### src/rtl/tlb_pkg.sv
// Shared definitions for the Sv32 page-table walker and TLB refill path.
//   - PTE bit positions (flags and PPN field)
//   - CAM entry field positions: {VPN[51:32], PPN[31:10], RSW[9:8], flags[7:0]}
//   - walker FSM state enum and PTE classification enum
package tlb_pkg;

  localparam int PTE_V       = 0;
  localparam int PTE_R       = 1;
  localparam int PTE_W       = 2;
  localparam int PTE_X       = 3;
  localparam int PTE_U       = 4;
  localparam int PTE_G       = 5;
  localparam int PTE_A       = 6;
  localparam int PTE_D       = 7;
  localparam int PTE_PPN_LSB = 10;
  localparam int PTE_PPN_MSB = 31;

  localparam int ENT_W         = 52;
  localparam int ENT_VPN_MSB   = 51;
  localparam int ENT_VPN_LSB   = 32;
  localparam int ENT_PPN_MSB   = 31;
  localparam int ENT_PPN_LSB   = 10;
  localparam int ENT_RSW_MSB   = 9;
  localparam int ENT_FLAGS_LSB = 0;

  typedef enum logic [2:0] {
    ST_IDLE   = 3'd0,
    ST_WALK1  = 3'd1,
    ST_WALK0  = 3'd2,
    ST_REFILL = 3'd3,
    ST_FAULT  = 3'd4
  } ptw_state_e;

  typedef enum logic [1:0] {
    PTE_IS_FAULT = 2'd0,
    PTE_IS_LEAF  = 2'd1,
    PTE_IS_PTR   = 2'd2
  } pte_class_e;

endpackage

### src/rtl/tlb_pte_check.sv
// Combinational Sv32 PTE classifier.
//   pte       in  32  PTE as returned by memory
//   level1    in  1   1 = PTE fetched at level 1, 0 = level 0
//   pte_class out     leaf, pointer or fault
// Optional macro TLB_PTW_SUPERPAGE_EN: level-1 leaves with a zero low PPN
// slice are accepted as megapages; without it every level-1 leaf faults.
module tlb_pte_check
  import tlb_pkg::*;
(
  input  logic [31:0] pte,
  input  logic        level1,
  output pte_class_e  pte_class
);

  logic unused_pte;

  always_comb begin
    pte_class = PTE_IS_FAULT;
    if (!pte[PTE_V] || (!pte[PTE_R] && pte[PTE_W])) begin
      pte_class = PTE_IS_FAULT;
    end else if (pte[PTE_R] || pte[PTE_X]) begin
      if (!pte[PTE_A]) begin
        pte_class = PTE_IS_FAULT;
      end else if (!level1) begin
        pte_class = PTE_IS_LEAF;
      end else begin
`ifdef TLB_PTW_SUPERPAGE_EN
        // Megapage must be 4 MiB aligned: PPN[0] slice has to be zero.
        pte_class = (pte[19:10] == 10'd0) ? PTE_IS_LEAF : PTE_IS_FAULT;
`else
        pte_class = PTE_IS_FAULT;
`endif
      end
    end else if (level1) begin
      pte_class = PTE_IS_PTR;
    end else begin
      pte_class = PTE_IS_FAULT;
    end
  end

  // Address and software bits play no part in classification.
`ifdef TLB_PTW_SUPERPAGE_EN
  assign unused_pte = ^{pte[PTE_PPN_MSB:20], pte[9:8], pte[PTE_D], pte[PTE_G], pte[PTE_U]};
`else
  assign unused_pte = ^{pte[PTE_PPN_MSB:PTE_PPN_LSB], pte[9:8], pte[PTE_D], pte[PTE_G], pte[PTE_U]};
`endif

endmodule

### src/rtl/tlb_refill_ptw.sv
// Sv32 hardware page-table walker and TLB refill engine.
// A miss pulse starts a walk of up to two PTE reads; the walk ends with a
// one-cycle CAM write (REFILL) or a one-cycle page fault (FAULT).
// Ports:
//   clk, rst               clock, synchronous active-high reset
//   miss_valid, miss_vpn   walk request (accepted only when idle)
//   satp_ppn               root table PPN, captured when the walk is accepted
//   mem_req/addr/ack/rdata PTE read port; addr held until ack
//   we/write_addr/data     CAM write port, victim chosen round-robin
//   done, page_fault, busy walk status
// Optional macro TLB_PTW_SUPERPAGE_EN (see tlb_pte_check) enables megapage refill.
module tlb_refill_ptw
  import tlb_pkg::*;
#(
  parameter int TLB_WIDTH  = 52,
  parameter int TLB_HEIGHT = 32
) (
  input  logic                          clk,
  input  logic                          rst,
  input  logic                          miss_valid,
  input  logic [19:0]                   miss_vpn,
  input  logic [21:0]                   satp_ppn,
  output logic                          mem_req,
  output logic [33:0]                   mem_addr,
  input  logic                          mem_ack,
  input  logic [31:0]                   mem_rdata,
  output logic                          we,
  output logic [$clog2(TLB_HEIGHT)-1:0] write_addr,
  output logic [TLB_WIDTH-1:0]          write_data,
  output logic                          done,
  output logic                          page_fault,
  output logic                          busy
);

  localparam int VIC_W = $clog2(TLB_HEIGHT);

  ptw_state_e           state_q, state_d;
  logic [19:0]          vpn_q;
  logic [33:0]          mem_addr_q;
  logic [TLB_WIDTH-1:0] wdata_q;
  logic [VIC_W-1:0]     victim_q;

  pte_class_e  pte_class;
  logic        level1;
  logic [21:0] leaf_ppn;
  logic [ENT_W-1:0] entry;

  assign level1 = (state_q == ST_WALK1);

  tlb_pte_check u_pte_check (
    .pte       (mem_rdata),
    .level1    (level1),
    .pte_class (pte_class)
  );

  // A level-1 leaf maps 4 MiB; it is refilled as the 4 KiB page the miss hit.
  assign leaf_ppn = level1 ? {mem_rdata[31:20], vpn_q[9:0]} : mem_rdata[PTE_PPN_MSB:PTE_PPN_LSB];

  always_comb begin
    entry = '0;
    entry[ENT_VPN_MSB:ENT_VPN_LSB]   = vpn_q;
    entry[ENT_PPN_MSB:ENT_PPN_LSB]   = leaf_ppn;
    entry[ENT_RSW_MSB:ENT_FLAGS_LSB] = mem_rdata[9:0];
  end

  always_comb begin
    state_d    = state_q;
    mem_req    = 1'b0;
    we         = 1'b0;
    done       = 1'b0;
    page_fault = 1'b0;
    busy       = (state_q != ST_IDLE);
    case (state_q)
      ST_IDLE: begin
        if (miss_valid) state_d = ST_WALK1;
      end
      ST_WALK1: begin
        mem_req = 1'b1;
        if (mem_ack) begin
          case (pte_class)
            PTE_IS_LEAF: state_d = ST_REFILL;
            PTE_IS_PTR:  state_d = ST_WALK0;
            default:     state_d = ST_FAULT;
          endcase
        end
      end
      ST_WALK0: begin
        mem_req = 1'b1;
        if (mem_ack) state_d = (pte_class == PTE_IS_LEAF) ? ST_REFILL : ST_FAULT;
      end
      ST_REFILL: begin
        we      = 1'b1;
        done    = 1'b1;
        state_d = ST_IDLE;
      end
      ST_FAULT: begin
        done       = 1'b1;
        page_fault = 1'b1;
        state_d    = ST_IDLE;
      end
      default: state_d = ST_IDLE;
    endcase
  end

  always_ff @(posedge clk) begin
    if (rst) begin
      state_q    <= ST_IDLE;
      victim_q   <= '0;
      mem_addr_q <= '0;
      wdata_q    <= '0;
    end else begin
      state_q <= state_d;
      case (state_q)
        ST_IDLE: begin
          if (miss_valid) mem_addr_q <= {satp_ppn, miss_vpn[19:10], 2'b00};
        end
        ST_WALK1: begin
          if (mem_ack && pte_class == PTE_IS_PTR)
            mem_addr_q <= {mem_rdata[PTE_PPN_MSB:PTE_PPN_LSB], vpn_q[9:0], 2'b00};
        end
        ST_REFILL: begin
          victim_q <= (victim_q == VIC_W'(TLB_HEIGHT - 1)) ? '0 : victim_q + 1'b1;
        end
        default: ;
      endcase
      if ((state_q == ST_WALK1 || state_q == ST_WALK0) && mem_ack && pte_class == PTE_IS_LEAF)
        wdata_q <= TLB_WIDTH'(entry);
    end
  end

  // VPN is pure data; it is only consumed after being loaded on acceptance.
  always_ff @(posedge clk) begin
    if (state_q == ST_IDLE && miss_valid) vpn_q <= miss_vpn;
  end

  assign mem_addr   = mem_addr_q;
  assign write_addr = victim_q;
  assign write_data = wdata_q;

endmodule

### config.mk
export PLATFORM = sky130hd
export DESIGN_NAME = tlb_refill_ptw
export DESIGN_NICKNAME = d
export VERILOG_FILES = /design/src/rtl/tlb_pkg.sv /design/src/rtl/tlb_pte_check.sv /design/src/rtl/tlb_refill_ptw.sv
export SDC_FILE = /design/constraint.sdc
export NUM_CORES = 1
export LEC_CHECK = 0
export CORE_UTILIZATION = 47
export DETAILED_ROUTE_END_ITERATION = 7
export PLACE_DENSITY = 0.82
export SYNTH_ARGS = -nofsm -noshare
export SYNTH_HDL_FRONTEND = slang
export SYNTH_HIERARCHICAL = 1
export SYNTH_SLANG_ARGS = --single-unit
### constraint.sdc
create_clock -name clk -period 7.6 [get_ports clk]
set_clock_uncertainty 0.15 [all_clocks]
set_input_delay 1.52 -clock clk [delete_from_list [all_inputs] [get_ports clk]]
set_output_delay 1.52 -clock clk [all_outputs]
set_load 0.02 [all_outputs]
; Word-level counts from Yosys, hierarchy flattened
; Cells that the tools add are included.
[totals]
register_bits = 114
out_inout_bits = 96
word_cells = 54
[op_classes]
add_sub_neg = 1
n_eq_ne = 11
n_mux = 20
n_reduce_logical = 17
[op_table]
columns = operator, n
row1 = two-way mux 34 bit, 2
row2 = case mux 34 bit (2 select lines), 1
row3 = two-way mux 3 bit, 4
row4 = two-way mux 10 bit, 1
row5 = case mux 3 bit (3 select lines), 1
row6 = two-way mux 2 bit, 4
row7 = "equality test 3 x 2 -> 1 bit, second input constant", 2
row8 = "!= test 2 bit, second input constant", 3
row9 = case mux 3 bit (2 select lines), 1
row10 = AND reduction 3 bit, 2
row11 = "adder 5 x 1 -> 5 bit, second input constant", 1
row12 = "equality test 5 bit, second input constant", 1
row13 = logical AND 1 bit, 5
row14 = two-way mux 1 bit, 5
row15 = two-way mux 5 bit, 1
row16 = OR reduction 2 bit, 2
row17 = "equality test 3 x 1 -> 1 bit, second input constant", 1
row18 = "equality test 3 bit, second input constant", 1
row19 = logical NOT 3 bit, 1
row20 = logical OR 1 bit, 3
row21 = nonzero test 3 bit, 1
row22 = "equality test 2 x 1 -> 1 bit, second input constant", 1
row23 = "equality test 2 bit, second input constant", 1
row24 = logical NOT 1 bit, 2
row25 = other kinds (2), 2

; Logic depth before layout (Yosys ltp)
; Gate-level depths: netlist (run 1).
[depth]
depth_word = 9
depth_mapped = 12
depth_no_buf = 8

; Hierarchy
; The synthesis (run 1) kept the hierarchy.
[by_module_without_submodules]
columns = mod, instances, cells_per_inst, area_each_um2, seq_area_each_um2
row1 = tlb_refill_ptw, 1, 459, 4539.4, 2442.3
row2 = tlb_pte_check, 1, 6, 40.0, 0.0

; Worst setup path before layout (run 1)
; OpenSTA, ideal clock, no wires.
[synth_timing]
kind = in2reg
from = in mem_rdata[2]
to = reg mem_addr_q[13] (netlist: mem_addr[13])
setup_time_ns = 0.146
arrival_ns = 2.818
path_slack_ns = 4.486
stages = 7
n_path_buf = 1
path_cell_list = nor2_1 -> and4b_1 -> ha_1 -> nand3_1 -> a211oi_4 -> buf_4 -> a211oi_2
[synth_between]
elab_chain_len = 7
[synth_lines]
columns = item, line_no
row1 = "start, declared", tlb_refill_ptw.sv:26  ; input logic [31:0] mem_rdata,
row2 = logical AND 1 bit, tlb_pte_check.sv:19  ; if (!pte[PTE_V] || (!pte[PTE_R] && pte[PTE_W])) begin
row3 = logical OR 1 bit, tlb_pte_check.sv:19
row4 = two-way mux 2 bit, tlb_pte_check.sv:19
row5 = named net pte_class[1], tlb_refill_ptw.sv:43  ; pte_class_e pte_class;
row6 = equality test 2 bit, tlb_refill_ptw.sv:118  ; if (mem_ack && pte_class == PTE_IS_PTR)
row7 = logical AND 1 bit, tlb_refill_ptw.sv:118
row8 = != test 2 x 1 -> 1 bit (no source line), --
row9 = AND reduction 3 bit (no source line), --
row10 = "end signal, assigned", tlb_refill_ptw.sv:115  ; if (miss_valid) mem_addr_q <= {satp_ppn, miss_vpn[19:10], 2'b00};
row11 = "end signal, assigned", tlb_refill_ptw.sv:119  ; mem_addr_q <= {mem_rdata[PTE_PPN_MSB:PTE_PPN_LSB], vpn_q[9:0], 2'b00};
row12 = "end, declared", tlb_refill_ptw.sv:39  ; logic [33:0] mem_addr_q;
; The timed path passes the listed nets, and every way through them passes these cells.
; A chain may end at the register's enable or synchronous reset.

; Worst setup path in the final report (run 1)
[layout_timing]
from = in mem_rdata[2]
to = reg wdata_q[38] (netlist: write_data[38])
[layout_between]
elab_chain_len = 5
[layout_lines]
columns = item, line_no
row1 = logical AND 1 bit, tlb_pte_check.sv:19
row2 = logical OR 1 bit, tlb_pte_check.sv:19
row3 = two-way mux 2 bit, tlb_pte_check.sv:19
row4 = named net pte_class[0], tlb_refill_ptw.sv:43
row5 = equality test 2 x 1 -> 1 bit, tlb_refill_ptw.sv:126  ; if ((state_q == ST_WALK1 || state_q == ST_WALK0) && mem_ack && pte_class == PTE_IS_LEAF)
row6 = logical AND 1 bit, tlb_refill_ptw.sv:126
row7 = "end signal, assigned", tlb_refill_ptw.sv:127  ; wdata_q <= TLB_WIDTH'(entry);
row8 = "end, declared", tlb_refill_ptw.sv:40  ; logic [TLB_WIDTH-1:0] wdata_q;
; The timed path passes the listed nets, and every way through them passes these cells.

==> reports/results.tsv, run 1 <==
metric	value	unit
status	finished, final reports clean	
synth_top_area_cell	dfxtp_1	
hold_buffers	0	
die_h	101	um
grt_max_degree	92	
synthXorXnorAreaFrac	0	%
drtAntennaViolNets	0	
drive_above_1_share	8.74	%
antennaDiodeCount	0	
rsz0062_at_grt	no	
synthMuxAreaShare	6.99	%
dpl.hpwl	8.73	mm
drc	0	
place.gp.congestion	0.806	
dr.pass1.iters	5	
die_w	101	um
max_slew_margin	26.0	%
grt_pass1_wl	19.4	mm
nFillCells	761	
yosys_register_bits	112	
dieArea	10100	um^2
dp_cells	731	
setup_viol	0	
clock_path_buffers	2	
avgSynthCellArea	9.85	um^2
setup_tns	0	ns
synth_edf_count	20	
start_util	49.1	%
fin_crit_sh	57.3	%
syn_inst	465	
worst_pin_slew	1.11	ns
dr_wl_met2	6.40	mm
yosys.area_share.simple	14.5	%
numCtsBuffers	9	
worst_r2r_path_depth	10	
period_needed	4.36	ns
synth-compound-area-share	18.8	%
yosysWarnings	6	
yosysMostFrequentCell	dfxtp_1	
critPathCaptureType	flop	
wl_met1	4.92	mm
core_area	9330	um^2
hold_viol_final	0	
clkSlewWorstSetupHoldPaths	0.11	ns
finalMaxSlewViolations	0	
groute.usage.overall	24.8	%
clkLatencyLatePin	0.36	ns
ys_seq_area_share	53.3	%
place_area	6280	um^2
fmax	0.230	GHz
wl_met3	768	um
cts_tree	done	
area_growth	41.1	%
final_nets	695	
synthArstFlopShare	0	%
crit_required	7.73	ns
synth_top_area_share	40.2	%
clock_sinks	112	
drt_iter0_drc	144	
highest_layer	met4	
final_util	69.3	%
root_buffer	clkbuf_8	
postCtsSetupBuffers	0	
layout.cells.non_filler	747	
whs_path_depth	2	
worstSetupStartpointType	input pin	
leakagePower	0.00221	uW
synthTopCellsByArea	dfxtp_1 (40%), edfxtp_1 (13%), a211oi_2 (7.9%), nand2_1 (7.4%), mux2i_1 (7.0%)	
routed_wl	12.4	mm
grt_pass1_vias	3882	
antenna_found_initial	0	
routed-via-count	3943	
port_buffers	171	
crit_arrival	4.48	ns
power_density	186	nW/um^2
viasPerCell	5.28	
stdcell_area	6460	um^2
cts-htree-levels	3	
synthAdderAreaFrac	1.09	%
wl_per_cell	16.6	um
synthTopCellsByCount	dfxtp_1 (92), nand2_1 (90), a21oi_1 (49), nor2_1 (47), mux2i_1 (32)	
num_rows	35	
synthFlopType	dfxtp_1	
synthDistinctLibCells	38	
ir_drop	0.135	mV
worstPathMaxFanout	28	
hold_path_class	reg -> reg	
drv_cap	0	
ctsResizeCount	0	
ios	174	
critPathKind	in -> reg	
grt_overflow_total	0	
syn_area	4580	um^2
hold_ws	0.310	ns
synth_top_family_by_area	compound AO/OA/AOI/OAI gates	
[worst max-delay path: stages]
cell	delay [ns]
clkdlybuf4s50_1	0.44
nand2b_1	0.17
a211oi_2	0.25
ha_1	0.24
nand3b_1	0.44
a21oi_4	0.72
buf_4	0.42
nand2_1	0.11
a21oi_1	0.14
[worst paths after layout]
kind / to / slack (ns) / from
max: write_data[38]$_SDFFE_PP0P_ / 3.24 / mem_rdata[2]
max reg2reg: write_data[3]$_SDFFE_PP0P_ / 3.89 / state_q[0]$_SDFFE_PP0P_
min reg2reg: write_data[49]$_SDFFE_PP0P_ / 0.31 / write_data[49]$_SDFFE_PP0P_
min: write_data[49]$_SDFFE_PP0P_ / 0.31 / write_data[49]$_SDFFE_PP0P_
[where the power goes]
group	switching, uW	internal [uW]
sequential	17.2	634
combinational	113	108
clock	203	126
total	333	868
[metrics by stage]
| stage | setup WS, ns | power, uW |
|---|---|---|
| finish | 3.24 | 1200 |
| floorplan | 4.49 | 783 |
| CTS | 3.24 | 1210 |
| global placement | 2.95 | 880 |
| detailed placement | 2.86 | 886 |
| global route | 3.01 | 1250 |
[cells in the final DEF, fill, tap and decap left out, types with 2 or more instances in the layout]
cell	synthesis	final
nor3b_1	3	3
ha_1	4	4
conb_1	1	2
and3_1	2	2
clkdlybuf4s50_1	0	170
nand2b_1	5	5
buf_4	5	5
clkbuf_8	0	9
clkbuf_1	12	2
edfxtp_1	20	20
o22a_1	10	10
o21ai_0	2	2
nor3_1	2	2
inv_8	0	2
mux2i_1	32	32
nand2_1	90	90
inv_1	7	7
nor2_1	47	46
a211oi_2	29	29
a211oi_1	4	4
o22ai_1	12	12
a21oi_1	49	49
nand3_1	2	2
dfxtp_1	92	91
[metal layers]
layer | GRT usage [%] | vias to the layer above
met2 | 44.7 | 139
met3 | 4.58 | 18
li1 | - | 1897
met5 | 0 | -
met4 | 8.25 | 0
met1 | 29.8 | 1889
[area by class of cell]
type / count / area (um^2) / area share [%]
Clock buffer: 11 / 131 / 2.03
Multi-Input combinational cell: 308 / 1910 / 29.6
Clock inverter: 5 / 47.5 / 0.736
Inverter: 7 / 26.3 / 0.407
Timing Repair Buffer: 175 / 1740 / 26.9
Tap cell: 129 / 161 / 2.50
Sequential cell: 112 / 2440 / 37.8
[cells by family after synthesis]
kind of cell,count (synthesis)
mux,32
buf+inv,46
flops,112
compound gates,111
other cells,1
fa+ha+maj,4
simple gates,159
[flip-flops by register name, indices dropped and copies added (netlist names)]
| signal | count |
|---|---|
| write_data | 52 |
| state_q | 3 |
| mem_addr | 32 |
| vpn_q | 20 |
| write_addr | 5 |
Power figures use the tool's default switching activity.
==> run 2, diff against run 1 <==
--- a/config.mk
+++ b/config.mk
@@ -5,9 +5,9 @@
 export SDC_FILE = /design/constraint.sdc
 export NUM_CORES = 1
 export LEC_CHECK = 0
-export CORE_UTILIZATION = 47
+export CORE_UTILIZATION = 40
 export DETAILED_ROUTE_END_ITERATION = 7
-export PLACE_DENSITY = 0.82
+export PLACE_DENSITY = 0.74
 export SYNTH_ARGS = -nofsm -noshare
 export SYNTH_HDL_FRONTEND = slang
 export SYNTH_HIERARCHICAL = 1
==> constraint.sdc (replaced) <==
create_clock -name clk -period 3.9 [get_ports clk]
set_clock_uncertainty 0.15 [all_clocks]
set_input_delay 0.78 -clock clk [delete_from_list [all_inputs] [get_ports clk]]
set_output_delay 0.78 -clock clk [all_outputs]
set_load 0.02 [all_outputs]
==> reports/results.tsv, run 2 (synthesized netlist as in run 1, its figures left out) <==
metric	value	unit	change
dr.pass1.iters	4		was 5
crit_required	2.97	ns	was 7.73 ns
numCtsBuffers	9		unchanged
p_sw_share	26.1	%	was 27.7%
area_growth	45.7	%	was 41.1%
status	finished, final reports clean		unchanged
final_nets	701		was 695
antennaDiodeCount	0		unchanged
clock_sinks	112		unchanged
groute.usage.overall	21.8	%	was 24.8%
total_power	2650	uW	was 1200 uW
power_frac_comb	16.3	%	was 18.4%
dp_slack	0.706	ns	was 2.86 ns
period_needed	3.21	ns	
hold_path_class	reg -> reg		unchanged
die_h	109	um	was 101 um
ir_drop	0.255	mV	was 0.135 mV
cts-htree-levels	3		unchanged
stdcell_area	6670	um^2	was 6460 um^2
setup_slack	0.688	ns	was 3.24 ns
ctsResizeCount	0		unchanged
place_area	6370	um^2	was 6280 um^2
p_int	1960	uW	was 868 uW
num_rows	38		was 35
drc	0		unchanged
drv_cap	0		unchanged
start_util	41.7	%	was 49.1%
setup_tns	0	ns	unchanged
fmax	0.311	GHz	
clock_path_buffers	2		unchanged
core_area	11000	um^2	was 9330 um^2
use_met3	4.18	%	was 4.58%
use_met2	36.7	%	was 44.7%
clkLatencyLatePin	0.35	ns	was 0.36 ns
root_buffer	clkbuf_16		was clkbuf_8
cts_tree	done		unchanged
critPathCaptureType	output port		was flop
final_cell_mix	clkdlybuf4s50_1 (170), dfxtp_1 (91), nand2_1 (90)		unchanged
nFillCells	938		was 761
grt_overflow_total	0		unchanged
leakagePower	0.00231	uW	was 0.00221 uW
routed_wl	12.7	mm	was 12.4 mm
largest_reg_flops	52		unchanged
grt_pass1_wl	19.6	mm	was 19.4 mm
viasPerCell	5.13		was 5.28
antenna_found_initial	0		unchanged
rsz0062_at_grt	no		unchanged
ios	174		unchanged
p_clk_share	35.7	%	was 27.4%
dpl.hpwl	9.07	mm	was 8.73 mm
grt_max_degree	75		was 92
port_buffers	171		unchanged
clkSlewWorstSetupHoldPaths	0.08	ns	was 0.11 ns
wl_per_cell	16.6	um	about the same
grt_pass1_vias	3868		was 3882
worst_pin_slew	0.924	ns	was 1.11 ns
drt_iter0_drc	157		was 144
place.gp.congestion	0.822		was 0.806
finalMaxSlewViolations	0		unchanged
hold_buffers	0		unchanged
use_met1	27.0	%	was 29.8%
layout_commonest_cell	clkdlybuf4s50_1		unchanged
fin_crit_sh	82.3	%	
max_slew_margin	38.4	%	was 26.0%
power_density	398	nW/um^2	was 186 nW/um^2
hold_viol_final	0		unchanged
critPathKind	reg -> out		was in -> reg
drive_above_1_share	9.62	%	was 8.74%
postCtsSetupBuffers	0		unchanged
worstPathMaxFanout	24		was 28
power_switching	693	uW	was 333 uW
die_w	109	um	was 101 um
dieArea	11900	um^2	was 10100 um^2
drtAntennaViolNets	0		unchanged
routed-via-count	3921		was 3943
crit_arrival	2.28	ns	was 4.48 ns
setup_viol	0		unchanged
worstSetupStartpointType	flop		was input pin
top_usage_layer	met2		unchanged
power_frac_seq	48.0	%	was 54.2%
run 2: power by group through the flow:
stage          logic, uW  clock network (uW)  registers, uW
5_1_grt              463                1000           1280
3_3_place_gp         426                   0           1300
2_1_floorplan        192                   0           1330
6_report             432                 947           1270
4_1_cts              436                 960           1280
3_5_place_dp         434                   0           1300
run 2: path summary, 6_finish.rpt:
path                                     from                          end  slack, ns  depth (start not counted)
setup / recovery      state_q[0]$_SDFFE_PP0P_                      mem_req       0.69                          4
hold / removal    write_data[22]$_SDFFE_PP0P_  write_data[22]$_SDFFE_PP0P_       0.31                          2
setup reg to reg      state_q[0]$_SDFFE_PP0P_   write_data[5]$_SDFFE_PP0P_       0.89                          9
hold reg to reg   write_data[22]$_SDFFE_PP0P_  write_data[22]$_SDFFE_PP0P_       0.31                          2
run 2: through the flow:
stage / std cells / utilization, % / hold WS (ns)
finish: 764 / 60.7 / 0.306
floorplan: 466 / - / 0.321
CTS: 764 / 60.7 / 0.309
detailed placement: 748 / 58.0 / 0.298
global placement: 748 / 58.0 / 0.293
global route: 764 / 60.7 / 0.322
run 2: layout make-up:
type	instances	area [um^2]	share of cell area, %
clock buffer	10	229	3.43
clock inverter	6	73.8	1.11
inverter	7	26.3	0.394
multi-input combinational	308	1910	28.7
sequential	112	2440	36.6
tap	140	175	2.63
timing repair buffer	181	1810	27.1
run 2: layer usage:
layer  vias up  wire length [um]
li1       1918                 -
met1      1856              5300
met2       130              6340
met3        17               762
met4         0               253
met5         -                 0
run 2: worst max-delay path: stages (launching register included):
cell and delay [ns]:
dfxtp_2 0.63, buf_4 0.47, nand2b_1 0.19, a21oi_1 0.07
clkdlybuf4s50_1 0.57
==> run 3, diff against run 2 <==
--- a/config.mk
+++ b/config.mk
@@ -5,9 +5,9 @@
 export SDC_FILE = /design/constraint.sdc
 export NUM_CORES = 1
 export LEC_CHECK = 0
-export CORE_UTILIZATION = 40
+export CORE_UTILIZATION = 44
 export DETAILED_ROUTE_END_ITERATION = 7
-export PLACE_DENSITY = 0.74
+export PLACE_DENSITY = 0.77
 export SYNTH_ARGS = -nofsm -noshare
 export SYNTH_HDL_FRONTEND = slang
 export SYNTH_HIERARCHICAL = 1
==> constraint.sdc (replaced) <==
create_clock -name clk -period 3.1 [get_ports clk]
set_clock_uncertainty 0.15 [all_clocks]
set_input_delay 0.62 -clock clk [delete_from_list [all_inputs] [get_ports clk]]
set_output_delay 0.62 -clock clk [all_outputs]
set_load 0.02 [all_outputs]
==> reports/results.tsv, run 3 (synthesized netlist as in run 1, its figures left out) <==
metric	value	unit	change
status	finished, final reports clean		unchanged
critPathCaptureType	output port		unchanged
die_w	104	um	was 109 um
hold_path_class	reg -> reg		unchanged
grt_overflow_total	0		unchanged
hold_viol_final	0		unchanged
antenna_found_initial	0		unchanged
viasPerCell	5.11		was 5.13
drtAntennaViolNets	0		unchanged
hold_buffers	0		unchanged
worst_path_max_delay_cell	dfxtp_1		was dfxtp_2
wl_per_cell	16.0	um	was 16.6 um
crit_required	2.33	ns	was 2.97 ns
period_needed	2.89	ns	
dr.pass1.iters	5		was 4
crit_arrival	2.12	ns	was 2.28 ns
antennaDiodeCount	0		unchanged
die_h	104	um	was 109 um
num_rows	36		was 38
final_cell_mix	clkdlybuf4s50_1 (170), dfxtp_1 (91), nand2_1 (90)		unchanged
setup_tns	0	ns	unchanged
dpl.hpwl	8.84	mm	was 9.07 mm
drv_cap	0		unchanged
dp_slack	0.187	ns	was 0.706 ns
start_util	46.2	%	was 41.7%
layout_commonest_cell	clkdlybuf4s50_1		unchanged
grt_max_degree	65		was 75
leakagePower	0.00228	uW	was 0.00231 uW
drt_iter0_drc	182		was 157
critPathKind	reg -> out		unchanged
path_cells	nand3b_2, inv_1, or2_2, clkdlybuf4s50_1		was buf_4, nand2b_1, a21oi_1, clkdlybuf4s50_1
largest_reg_flops	52		unchanged
fin_crit_sh	93.2	%	
power_density	461	nW/um^2	was 398 nW/um^2
root_buffer	clkbuf_8		was clkbuf_16
cts-htree-levels	3		unchanged
finalMaxSlewViolations	0		unchanged
drc	0		unchanged
routed_wl	12.1	mm	was 12.7 mm
clock_sinks	112		unchanged
setup_slack	0.212	ns	was 0.688 ns
rsz0062_at_grt	no		unchanged
worst_pin_slew	0.723	ns	was 0.924 ns
path_buf_inv	2		unchanged
grt_pass1_wl	19.2	mm	was 19.6 mm
fmax	0.346	GHz	
worstPathMaxFanout	9		was 24
port_buffers	171		unchanged
area_growth	44.0	%	was 45.7%
groute.usage.overall	22.4	%	was 21.8%
numCtsBuffers	9		unchanged
max_slew_margin	51.8	%	was 38.4%
dieArea	10800	um^2	was 11900 um^2
clkSlewWorstSetupHoldPaths	0.12	ns	was 0.08 ns
cpPeakStageDelay	0.53	ns	was 0.63 ns
ctsResizeCount	0		unchanged
setup_viol	0		unchanged
core_area	9910	um^2	was 11000 um^2
ios	174		unchanged
drive_above_1_share	10.2	%	was 9.62%
cts_tree	done		unchanged
final_nets	703		was 701
clkLatencyLatePin	0.37	ns	was 0.35 ns
ir_drop	0.226	mV	was 0.255 mV
postCtsSetupBuffers	0		unchanged
final_util	66.5	%	was 60.7%
nFillCells	807		was 938
place.gp.congestion	0.757		was 0.822
routed-via-count	3882		was 3921
cp_top_family	buffers and inverters		unchanged
worstSetupStartpointType	flop		unchanged
clock_path_buffers	2		unchanged
grt_pass1_vias	3766		was 3868
-- run 3: cell count changes in the layout (fill, tap and decap cells not counted), sizes merged --
cell	delta
buf	+2
bufinv	-1
clkbuf	-1
clkinv	+1
inv	+1
-- run 3: path summary, 6_finish.rpt --
| path | from | slack (ns) | cells past startpoint | to |
|---|---|---|---|---|
| worst max-delay path | state_q[2]$_SDFFE_PP0P_ | 0.21 | 4 | done |
| worst max register to register | state_q[1]$_SDFFE_PP0P_ | 0.49 | 8 | mem_addr[4]$_SDFFE_PP0P_ |
| worst min register to register | write_data[34]$_SDFFE_PP0P_ | 0.31 | 2 | write_data[34]$_SDFFE_PP0P_ |
| worst min-delay path | write_data[34]$_SDFFE_PP0P_ | 0.31 | 2 | write_data[34]$_SDFFE_PP0P_ |
-- run 3: tightest hold or removal path: stages, from the launching register on --
cell and delay [ns]:
dfxtp_1 0.33, nand2_1 0.05, a21oi_1 0.05
-- run 3: per-layer routing --
layer | part of all wire (%) | wire length [um] | vias up | track usage (%)
met5 | 0 | 0 | - | 0
li1 | - | - | 1920 | -
met4 | 3.3 | 396 | 0 | 10.8
met2 | 50 | 6030 | 144 | 38.6
met3 | 6.1 | 738 | 31 | 4.64
met1 | 41 | 4950 | 1787 | 26.5
-- run 3: per-stage QoR --
| stage | hold WS, ns | cell area (um^2) | total power (uW) | instances |
|---|---|---|---|---|
| finish | 0.314 | 6590 | 3040 | 759 |
| global route | 0.332 | 6590 | 3150 | 759 |
| CTS | 0.312 | 6590 | 3060 | 759 |
| detailed placement | 0.296 | 6390 | 2180 | 743 |
| global placement | 0.291 | 6390 | 2170 | 743 |
| floorplan | 0.321 | 4580 | 1920 | 466 |
-- run 3: layout make-up --
type	instances	area, um^2	share of cell area (%)
multi-input cells	308	1910	29.0
well taps	133	166	2.52
flip-flops and latches	112	2440	37.1
clock buffers	9	124	1.88
inverters	7	26.3	0.398
clock inverters	7	82.6	1.25
repair buffers	183	1840	27.9
-- run 3: power breakdown --
part	switching (uW)	leakage, uW	internal [uW]
clock	562	0.000107	328
combinational	277	0.00123	275
sequential	41.5	0.000941	1550
